<file path="src/rtl/sup_counter_if.sv">
// Handshake/data bundle for sup_counter: control and load value toward the
// counter, registered count and status flags back from it.
interface sup_counter_if #(
  parameter int WIDTH = 3
);
  logic             en;
  logic             ld;
  logic [WIDTH-1:0] d;
  logic [WIDTH-1:0] o;
  logic             tc;
  logic             wrap;
  logic             ovf;

  modport master (
    output en, ld, d,
    input  o, tc, wrap, ovf
  );

  modport slave (
    input  en, ld, d,
    output o, tc, wrap, ovf
  );
endinterface

</file>
<file path="src/rtl/sup_counter.sv">
// Synchronous modulo-(MAX+1) up counter with enable, clamped parallel load,
// terminal-count flag, wrap pulse and sticky overflow; SUP_COUNTER_SATURATE_EN selects saturation.
module sup_counter #(
  parameter int WIDTH = 3,
  parameter int MAX   = 7
) (
  input  logic        c,
  input  logic        r,
  sup_counter_if.slave bus
);

  localparam logic [WIDTH-1:0] MAX_V = WIDTH'(MAX);

  logic [WIDTH-1:0] o_q,    o_next;
  logic             wrap_q, wrap_next;
  logic             ovf_q,  ovf_next;

  // NOTE: every variable gets a default before any branch, so no path can
  // leave it unassigned and infer a latch.
  always_comb begin
    o_next    = o_q;
    wrap_next = 1'b0;
    ovf_next  = ovf_q;
    if (bus.ld) begin
      o_next   = (bus.d > MAX_V) ? MAX_V : bus.d;
      ovf_next = 1'b0;
    end else if (bus.en) begin
      if (o_q == MAX_V) begin
`ifdef SUP_COUNTER_SATURATE_EN
        o_next    = MAX_V;
`else
        o_next    = '0;
        wrap_next = 1'b1;
`endif
        ovf_next  = 1'b1;
      end else begin
        // Increment only happens below MAX, so it cannot overflow WIDTH bits.
        o_next = o_q + WIDTH'(1);
      end
    end
  end

  // NOTE: state registers use non-blocking assignments so all three update
  // together from the values sampled at the same edge.
  always_ff @(posedge c) begin
    if (r) begin
      o_q    <= '0;
      wrap_q <= 1'b0;
      ovf_q  <= 1'b0;
    end else begin
      o_q    <= o_next;
      wrap_q <= wrap_next;
      ovf_q  <= ovf_next;
    end
  end

  assign bus.o    = o_q;
  assign bus.tc   = (o_q == MAX_V);
  assign bus.wrap = wrap_q;
  assign bus.ovf  = ovf_q;

endmodule

</file>
<file path="src/flat_wrapper.sv">
// flat-port wrapper written by rule: the top's interface ports become plain ports
module sup_counter_flat 
#(
  parameter int WIDTH = 3,
  parameter int MAX   = 7
)
  (c, r, bus_en, bus_ld, bus_d, bus_o, bus_tc, bus_wrap, bus_ovf);
  sup_counter_if #(.WIDTH(WIDTH)) bus_i ();
  input  logic c;
  input  logic r;
  input wire logic [$bits(bus_i.en)-1:0] bus_en;
  input wire logic [$bits(bus_i.ld)-1:0] bus_ld;
  input wire logic [$bits(bus_i.d)-1:0] bus_d;
  output wire logic [$bits(bus_i.o)-1:0] bus_o;
  output wire logic [$bits(bus_i.tc)-1:0] bus_tc;
  output wire logic [$bits(bus_i.wrap)-1:0] bus_wrap;
  output wire logic [$bits(bus_i.ovf)-1:0] bus_ovf;
  assign bus_i.en = bus_en;
  assign bus_i.ld = bus_ld;
  assign bus_i.d = bus_d;
  assign bus_o = bus_i.o;
  assign bus_tc = bus_i.tc;
  assign bus_wrap = bus_i.wrap;
  assign bus_ovf = bus_i.ovf;
  sup_counter #(.WIDTH(WIDTH), .MAX(MAX)) u_core (.c(c), .r(r), .bus(bus_i));
endmodule
</file>
<file path="config.mk">
export PLATFORM = sky130hd
export DESIGN_NAME = sup_counter_flat
export DESIGN_NICKNAME = d
export VERILOG_FILES = /design/src/rtl/sup_counter_if.sv /design/src/rtl/sup_counter.sv /design/src/flat_wrapper.sv
export SDC_FILE = /design/constraint.sdc
export NUM_CORES = 1
export LEC_CHECK = 0
export CAP_MARGIN = 40
export CORE_AREA = 2 2 39 41
export DETAILED_ROUTE_END_ITERATION = 12
export DIE_AREA = 0 0 41 43
export PLACE_DENSITY = 0.39
export SYNTH_ARGS = -nofsm -noshare
export SYNTH_HDL_FRONTEND = slang
export SYNTH_SLANG_ARGS = --single-unit
</file>
<file path="constraint.sdc">
create_clock -name c -period 2 [get_ports c]
set_input_delay 0.5 -clock c [delete_from_list [all_inputs] [get_ports c]]
set_output_delay 0.5 -clock c [all_outputs]
set_load 0.05 [all_outputs]
</file>
# --- Word level (Yosys, flattened, before mapping) ---
# Index checks and enable logic that the tools add are counted.
op_classes:
  addsub: 1
  order_cmp: 1
  eq_ne: 1
  n_mux: 5
  bitwise_logic: 1
  n_reduce_logical: 4
op_table:
  columns: ["cell", "n"]
  rows:
  - ["$mux W3", 4]
  - ["$add A3 B1 Y3 const B", 1]
  - ["$eq A3 B3 Y1 const B", 1]
  - ["$gt A3 B3 Y1 const B", 1]
  - ["$reduce_or A3 Y1", 1]
  - ["$reduce_and A2 Y1", 1]
  - ["$reduce_bool A2 Y1", 1]
  - ["$reduce_or A2 Y1", 1]
  - ["$mux W1", 1]
  - ["$not A1 Y1", 1]
totals:
  regBits: 5
  inputBits: 7
  output_inout_bits: 6
  wordCells: 16

# --- Longest topological paths before layout ---
logic_depth:
  ltp_word: 4
  depth_mapped: 4
  ltp_nobuf: 4

# --- Worst setup path before layout ---
# No wires, ideal clock.
synth_path:
  path_kind: "register to register"
  from: "reg u_core.o_q[0] (netlist: u_core.bus.o[0])"
  to: "reg u_core.o_q[0] (netlist: u_core.bus.o[0])"
  setup_ps: 88
  arrival_time_ps: 1782
  required_ps: 1912
  path_slack_ps: 129
  path_stages_with_launch: 5
  path_buffers: 0
  synth_period_minus_slack_ps: 1871
  cell_sequence: "dfxtp_1 > ha_1 > ha_1 > or3b_1 > a311oi_2"
synth_between:
  elab_chain_len: 4
synth_lines:
  columns: ["element", "line_no", "rtl"]
  rows:
  - ["from (decl)", "sup_counter.sv:14", "logic [WIDTH-1:0] o_q, o_next;"]
  - ["from (signal assigned)", "sup_counter.sv:51", "o_q <= o_next;"]
  - ["$eq A3 B3 Y1", null, null]
  - ["named net bus_tc", "flat_wrapper.sv:15", "output wire logic [$bits(bus_i.tc)-1:0] bus_tc;"]
  - ["$mux W3", "sup_counter.sv:28", "if (o_q == MAX_V) begin"]
  - ["$mux W3", "sup_counter.sv:27", "end else if (bus.en) begin"]
  - ["$mux W3", "sup_counter.sv:24", "if (bus.ld) begin"]
# The timed path passes the listed nets, and every way through them passes these cells. The select of a mux whose other input is x is not followed.
# A chain may end at the register's enable or synchronous reset.

# --- Worst setup path in the final report ---
layout_path:
  from: "reg u_core.ovf_q (netlist: u_core.bus.ovf)"
  to: "out bus_ovf"
layout_lines:
  columns: ["element", "line_no", "rtl"]
  rows:
  - ["from (decl)", "sup_counter.sv:16", "logic ovf_q, ovf_next;"]
  - ["from (signal assigned)", "sup_counter.sv:53", "ovf_q <= ovf_next;"]
  - ["to (decl)", "flat_wrapper.sv:17", "output wire logic [$bits(bus_i.ovf)-1:0] bus_ovf;"]
# No word-level cell between the ends.

==> out/metrics.cfg <==
[hold_path]
worstHoldPathType=reg2reg
worstHoldStart=u_core.bus.ovf
min_to=u_core.bus.ovf
whs_path_depth=2

[clock_tree]
clock_path_buffers=2
cts_tree=done
insertion_delay_ns=0.24
cts_hold_buf=0
clk_pin_slew_ns=0.04
htreeDepth=1
clockRootBuffer=clkbuf_4
cts_setup_buffers=0
ctsResizeCount=0
cts_sinks=5
cts_buffers=3

[power_and_ir_drop]
pwr-share-seq=0.380
p_clk_frac=0.400
powerDensity_nw_per_um2=707
ir_drop_mv=0.219
cellInternalPower_mw=0.210
sw_frac_of_total=0.273
p_comb_frac=0.221
p_switching_mw=0.0786
leakage_nw=0.170

[timing]
grt_setup_unrepaired=false
setup_violations=0
fin_crit_sh=0.930
worst_slew_pin_slew_ns=0.492
finalHoldViolCount=0
max_slew_margin=0.671
clock.fmax_ghz=0.537
drv_slew=0
final.min_clock_period_ns=1.86
finalClockSkew_ns=0.000794
hold_slack_ns=0.513
setup_tns_ns=0

[route]
wl_um=563
ant_nets=0
dr.pass1.iters=3
first_iter_violations=1
drc_errors=0
vias_per_cell=4.09
via_count=225
wire_per_inst_um=10.2

[setup_path]
required_ns=1.50
worst-r2r-cell-count=4
worst_path_dominant_cell_family=buffers and inverters
crit_slowest_cell=clkdlybuf4s50_1
endpoint_kind=output port
cp_max_fo=2
crit_path_start_kind=register
critPathKind=reg2out
worst-path-buf-inv=1
cpPeakStageDelay_ns=0.80
rrSetupSlack_ns=0.51
rr_endpoint=u_core.bus.o[0]
arrival_ns=1.36
r2r_start=u_core.bus.o[0]
crit_chain=clkdlybuf4s50_1

[layout]
final_common_cell=clkdlybuf4s50_1
nFillCells=149
ff_latch_area_sq_um=100
finish.utilization=0.295
multiInputGateArea_sq_um=128
final_nets=49
design_area_sq_um=408
syn2layout_area_growth_pct=76.2
final_cell_mix=clkdlybuf4s50_1, dfxtp_1, buf_4
final_cells=55
layout-drive-gt1-share=0.231
n_antenna_cell=0

[synth]
syn_nets=31
syn-mean-instance-area_sq_um=10.5
seq_area_frac_synth=0.432
synth_cell_types=12
synthCells=22
yosys_warnings=0
synth_top_cell_by_area=dfxtp_1
ys_seq_elements=5
synth_top_area_frac=0.432
yosys-top-cells-area=dfxtp_1, ha_1, mux2i_1, nor2b_1, a211oi_1
syn_area_sq_um=231

[placement]
place_area_sq_um=382
io_buffers=12
gp_congestion=0.715
hpwl_um=448
placedCellCount=51

[global_routing]
antenna_found_initial=0
grt_max_degree=7
overflow=0
grt_usage=0.0813
grt_pass1_wl_um=917
grt_pass1_vias=230

[die]
rows=14
start_util=0.167
chipHeight_um=43
coreArea_sq_um=1380
dieArea_sq_um=1760
die_x_um=41
io_pins=13

[job]
drv_cap=0

[run_status]
outcome=completed

[power by group through the flow]
stage                     Sequential [mW]  Clock [mW]  Combinational (mW)
final                               0.109       0.115              0.0636
after global routing                0.110       0.125              0.0683
after CTS                           0.109       0.121              0.0643
after detailed placement            0.111           0              0.0639
after global placement              0.111           0              0.0633
after floorplan                     0.128           0              0.0172
[area by class of cell]
class	instances	area share
Multi-Input combinational cell	16	0.313
Inverter	1	0.00920
Sequential cell	5	0.245
Clock buffer	4	0.0644
Tap cell	16	0.0491
Timing Repair Buffer	13	0.319
[synth_stat cells]
cell type	count
inv_1	1
nor2b_1	3
nor3_1	2
a21oi_1	1
ha_1	2
nand2_1	1
a211oi_1	2
nand2b_1	1
a311oi_2	1
or3b_1	1
mux2i_1	2
dfxtp_1	5
[worst reg2reg max path, delay by kind of cell (launching register included)]
kind	cells	cell delay, ns
adder cells (fa/ha/maj)	2	0.46
flip-flops	1	0.33
AO/OA/AOI/OAI	1	0.23
AND/OR/NAND/NOR	1	0.38
[cells by family (layout without fill, tap and decap cells)]
family          Yosys count  in the layout  share of synthesized area
compound gates            4              4                      0.151
fa+ha+maj                 2              2                      0.108
buf+inv                   1             18                     0.0162
flops                     5              5                      0.432
mux                       2              2                     0.0865
simple gates              8              8                      0.205
[registers in the layout (all words and copies together) (netlist names)]
name / cells
u_core.bus.ovf: 1
u_core.bus.o: 3
u_core.bus.wrap: 1
[layer usage]
metal  share of wire  track usage  wire length [um]  vias to the layer above
met5               0            0                 0                        -
met4          0.0089       0.0800                 5                        0
met3            0.11       0.0314                60                        2
met2            0.44        0.106               246                       10
met1            0.44       0.0932               250                       95
li1                -            -                 -                      118
[how the worst max path moves through the flow]
stage               slack, ns            start               to  cells past startpoint
finish                   0.14   u_core.bus.ovf          bus_ovf                      1
global route             0.11   u_core.bus.ovf          bus_ovf                      1
CTS                      0.12   u_core.bus.ovf          bus_ovf                      1
detailed placement       0.35           bus_en  u_core.bus.o[0]                      3
global placement         0.37           bus_en  u_core.bus.o[0]                      3
floorplan                0.13  u_core.bus.o[0]  u_core.bus.o[0]                      4
[per-stage QoR]
step | setup WS (ns) | power, mW
after floorplan | 0.129 | 0.145
after global placement | 0.372 | 0.174
after detailed placement | 0.350 | 0.175
after CTS | 0.121 | 0.295
after global routing | 0.107 | 0.303
final | 0.139 | 0.288
Note: power is estimated with default switching activity, not from simulation.
==> patch 1: new RTL, same flow settings <==
`WIDTH` is set to 3 in 3 places; all go to 4.
--- a/src/rtl/sup_counter_if.sv
+++ b/src/rtl/sup_counter_if.sv
@@ -2,5 +2,5 @@
 // counter, registered count and status flags back from it.
 interface sup_counter_if #(
-  parameter int WIDTH = 3
+  parameter int WIDTH = 4
 );
   logic             en;
--- a/src/rtl/sup_counter.sv
+++ b/src/rtl/sup_counter.sv
@@ -2,5 +2,5 @@
 // terminal-count flag, wrap pulse and sticky overflow; SUP_COUNTER_SATURATE_EN selects saturation.
 module sup_counter #(
-  parameter int WIDTH = 3,
+  parameter int WIDTH = 4,
   parameter int MAX   = 7
 ) (
--- a/src/flat_wrapper.sv
+++ b/src/flat_wrapper.sv
@@ -2,5 +2,5 @@
 module sup_counter_flat 
 #(
-  parameter int WIDTH = 3,
+  parameter int WIDTH = 4,
   parameter int MAX   = 7
 )
Ports: changed (resized bus_d and bus_o); port bits go from 13 to 15. No check against the original RTL was run, so the function may have changed too.
==> patch 1 against the original RTL <==
- final area is 11% higher
- power is 8.8% higher
- sequential share of layout area is 2.0 points higher
- worst setup slack better by 30 ps
- count of clock-buffer cells in the layout is 1 lower
- sequential cell count is 1 higher
- routed wire length is 20% higher
- critical path depth stayed put
- clock power is 3% lower
- area after synthesis is 19% higher
- critical path type unchanged
- largest cell class is now multi-input gates
- highest routed layer is now met3
==> patch 1: results (changes against the original RTL) <==
- Worst Hold Launch: u_core.bus.o[3]
- Clock Latency Late Sink: 240 ps (about the same)
- Slowest CP cell: clkdlybuf4s50_1
- Post-Route WL: 677 um (+20%)
- Critical path fanouts, max: 1 (-1)
- Nets: 58 (+18%)
- Met2 WL post-DR: 302 um (+23%)
- Class of the worst hold path: reg2reg
- Syn nets: 40 (+29%)
- Worst path arrival time: 1330 ps (-30 ps)
- Routability Congestion: 0.6940 (-3.0%)
- H-tree Lvls: 1 (unchanged)
- Max Used Layer: met3
- Pin count of the biggest net entering global routing: 10 (+3)
- Synth cell types: 16 (+4)
- Global-route wire length before repair: 1000 um (+9.1%)
- Met3 wire len: 68 um (+13%)
- Setup TNS: 0 ps (unchanged)
- Ratio of cells with drive above 1 in the final layout: 23.40% (+0.33 points)
- Antenna violations before repair: 0 (unchanged)
- M3 GR Usage: 9.424% (+6.3 points)
- Worst-Margin Slew: 488.1 ps (-3.629 ps)
- Worst setup startpoint: u_core.bus.wrap
- GRT Total Usage: 9.337% (+1.2 points)
- Max FFs per register: 4 (+1)
- Leakage: 0.1790 nW (+5.2%)
- Peak VDD IR: 0.3646 mV (+66%)
- Vias in the first global route: 243 (+5.7%)
- Clk slew on worst S/H paths: roughly 50 ps
- Synth cell count leaders: dfxtp_1, a211oi_1, a21oi_1, nand2_1, nor2_1
- Cell family with most CP delay: buffers and inverters
- Met1 usage: 10.93% (+1.6 points)
- Seq/Total Area, Yosys: 43.44% (+0.20 points)
- Port bufs: 14 (+2)
- Synth top area cells: dfxtp_1, a211oi_1, a21oi_1
- Status: completed
- Post-detail-place hpwl: 527.6 um (+18%)
- Via/cell ratio: 4.317 (+5.5%)
- Met2 Usage GRT: 10.94% (+0.31 points)
- Post-route ant nets: 0 (unchanged)
- WL met1: 307 um (+23%)
- Layout fillers: 158 (+6.0%)
- Top_reg_cell synth: dfxtp_1
- Clock skew: 6.038 ps (+5.244 ps)
- Post-CTS sizing: 0 (unchanged)
- First-pass DRT Iterations: 2 (-1)
patch 1: cell types whose count changed after synthesis, moves of 2 or more:
cell / delta
nor2_1: +3
nor2b_1: -2
nand2_1: +2
or3_1: +2
a21oi_1: +2
mux2i_1: -2
patch 1: final timing paths:
check / end / slack (ps) / cells past startpoint
worst min-delay path: u_core.bus.o[3] / 500 / 2
worst max-delay path: bus_wrap / 170 / 1
worst min register to register: u_core.bus.o[3] / 500 / 2
worst max register to register: u_core.bus.o[0] / 540 / 4
patch 1: kinds of logic (layout without fill, tap and decap cells):
logic type / count (synthesis) / count (layout) / share of synthesized area (%)
simple gates: 13 / 13 / 24.44
compound gates: 8 / 8 / 21.72
buf+inv: 2 / 18 / 2.712
flops: 6 / 6 / 43.44
fa+ha+maj: 1 / 1 / 4.524
xor+xnor: 1 / 1 / 3.168
patch 1: metrics by stage:
stage                     instance area [um^2]  cells  worst slack, ps  total power [mW]  util, %
after floorplan                          276.5     31            218.3            0.1731        -
after global placement                   430.4     60            153.3            0.2054    31.10
after detailed placement                 430.4     60            135.5            0.2054    31.10
after CTS                                452.9     63            156.1            0.3212    32.73
after global routing                     452.9     63            111.4            0.3409    32.73
final                                    452.9     63            169.3            0.3138    32.73
patch 1: where the power goes:
| part | leakage (nW) | internal (mW) | switching, mW |
|---|---|---|---|
| Combinational | 0.116 | 0.0314 | 0.0399 |
| Clock | 0.0138 | 0.0678 | 0.0428 |
| Sequential | 0.0493 | 0.126 | 0.00622 |
| Total | 0.179 | 0.225 | 0.0889 |
patch 1: area by class of cell:
type / count / area [um^2] / area share [%]
multi-input combinational: 23 / 148.9 / 32.87
timing repair buffer: 14 / 137.6 / 30.39
sequential: 6 / 120.1 / 26.52
clock buffer: 3 / 22.52 / 4.972
tap: 16 / 20.02 / 4.420
inverter: 1 / 3.754 / 0.8287
==> patch 2: new RTL, same flow settings <==
Made on the original files. Register the input `r` before use. The logic sees it one clock later. The other inputs are not delayed to match.
--- a/src/rtl/sup_counter.sv
+++ b/src/rtl/sup_counter.sv
@@ -11,4 +11,10 @@
 
   localparam logic [WIDTH-1:0] MAX_V = WIDTH'(MAX);
+
+  logic r_q;
+
+  always_ff @(posedge c) begin
+    r_q <= r;
+  end
 
   logic [WIDTH-1:0] o_q,    o_next;
@@ -44,5 +50,5 @@
   // together from the values sampled at the same edge.
   always_ff @(posedge c) begin
-    if (r) begin
+    if (r_q) begin
       o_q    <= '0;
       wrap_q <= 1'b0;
Formal check against the unedited RTL: not equivalent (a bounded check fails within 4 cycles, from zero or initial values).
==> patch 2 against the original RTL <==
- sequential share of layout area increased by 3.8 points
- maximum frequency grew 0.46%
- power up 6.5%
- count of clock-buffer cells in the layout is 1 lower
- sequential power is 21% higher
- area after synthesis grew 8.6%
- sequential cell count up 1
- final area increased by 4.0%
- routed wire length shrank 2.5%
- worst setup slack better by 8.6 ps
- largest cell class unchanged
==> patch 2: results (changes against the original RTL) <==
- GRT Total Usage: 8.342% (+0.21 points)
- Hold_ws: 504.7 ps (-8.229 ps)
- Worst-Margin Slew: 490.2 ps (-1.497 ps)
- First-iteration detailed-routing DRC count: 4 (+3)
- Post-Route WL: 549 um (-2.5%)
- Worst path arrival time: around 1400 ps
- Via/cell ratio: 4.073 (-0.44%)
- Peak VDD IR: 0.1999 mV (-8.8%)
- CTS root buffer: clkbuf_4
- ANT cells: 0 (unchanged)
- Clk buf depth: 2 (unchanged)
- Number of cells on the worst reg-to-reg path: 4 (unchanged)
- FF-to-FF End: u_core.bus.o[0]
- Most numerous cell in the Yosys netlist: dfxtp_1
- Critical path fanouts, max: 2 (unchanged)
- Hold worst-path end: u_core.bus.ovf
- Clock skew: 9.943 ps (+9.149 ps)
- Asr flop ratio synth: 0% (unchanged)
- Class of the worst hold path: reg2reg
- Comb pwr: 62.1 uW (-2%)
- Synth cell types: 12 (unchanged)
- Global-route wire length before repair: 890 um (-2.9%)
- Routability Congestion: 0.6607 (-7.6%)
- Slowest CP cell: clkdlybuf4s50_1
- Port bufs: 12 (unchanged)
- Nets: 50 (+2.0%)
- Clock Latency Late Sink: around 250 ps
- Synth cell count leaders: dfxtp_1, nor2b_1
- Leakage: 0.1774 nW (+4.3%)
- Max FFs per register: 3 (unchanged)
- Final setup viols: 0 (unchanged)
- Seq/Total Area, Yosys: 47.76% (+4.5 points)
- Clock group share of total power: 36.8% (-3.2 points)
- Synth top area cells: dfxtp_1, ha_1, mux2i_1
- Vias in the first global route: 201 (-13%)
- First-pass DRT Iterations: 2 (-1)
- Status: completed
- RR Startpoint: u_core.bus.o[0]
- Layout fillers: 151 (+1.3%)
- Net switching power: 83.84 uW (+6.6%)
- Syn nets: 32 (+3.2%)
- Post-CTS setup buffer count: 0 (unchanged)
## patch 2: cell count changes in the layout (fill, tap and decap cells not counted), sizes merged
cell,change
clkbuf,-1
dfxtp,+1
## patch 2: worst max-delay path by stage
stage,start,endpoint,slack [ps],cells past startpoint
floorplan,u_core.bus.o[0],u_core.bus.o[0],130,4
global placement,bus_en,u_core.bus.o[0],370,3
detailed placement,bus_en,u_core.bus.o[0],340,3
CTS,u_core.bus.ovf,bus_ovf,130,1
global route,u_core.bus.ovf,bus_ovf,100,1
finish,u_core.bus.ovf,bus_ovf,150,1
## patch 2: cell type report
cell class,instances,share of cell area (%)
clock buffer,3,5.310
inverter,1,0.8850
multi-input combinational,16,30.09
sequential,6,28.32
tap,16,4.720
timing repair buffer,13,30.68
## patch 2: logic make-up (layout without fill, tap and decap cells)
logic type / count (synthesis) / after routing / synth area share, %
flops: 6 / 6 / 47.76
mux: 2 / 2 / 7.961
compound gates: 4 / 4 / 13.92
simple gates: 8 / 8 / 18.91
fa+ha+maj: 2 / 2 / 9.949
buf+inv: 1 / 17 / 1.491
## patch 2: through the flow
step                area, um^2  cells  total power [mW]  setup WS [ps]  util, %
floorplan                251.5     23            0.1681          129.4        -
detailed placement       401.6     52            0.1973          341.3    29.02
CTS                      424.2     55            0.3166          127.7    30.65
finish                   424.2     55            0.3072          147.7    30.65
global placement         401.6     52            0.1963          371.0    29.02
global route             424.2     55            0.3270          104.4    30.65
## patch 2: routing by layer
layer  global-route usage [%]  wire [um]  up-vias
met4                    10.00          7        0
met2                    9.688        256       10
met5                        0          0        -
li1                         -          -      115
met1                    10.00        244       97
met3                    3.141         40        2
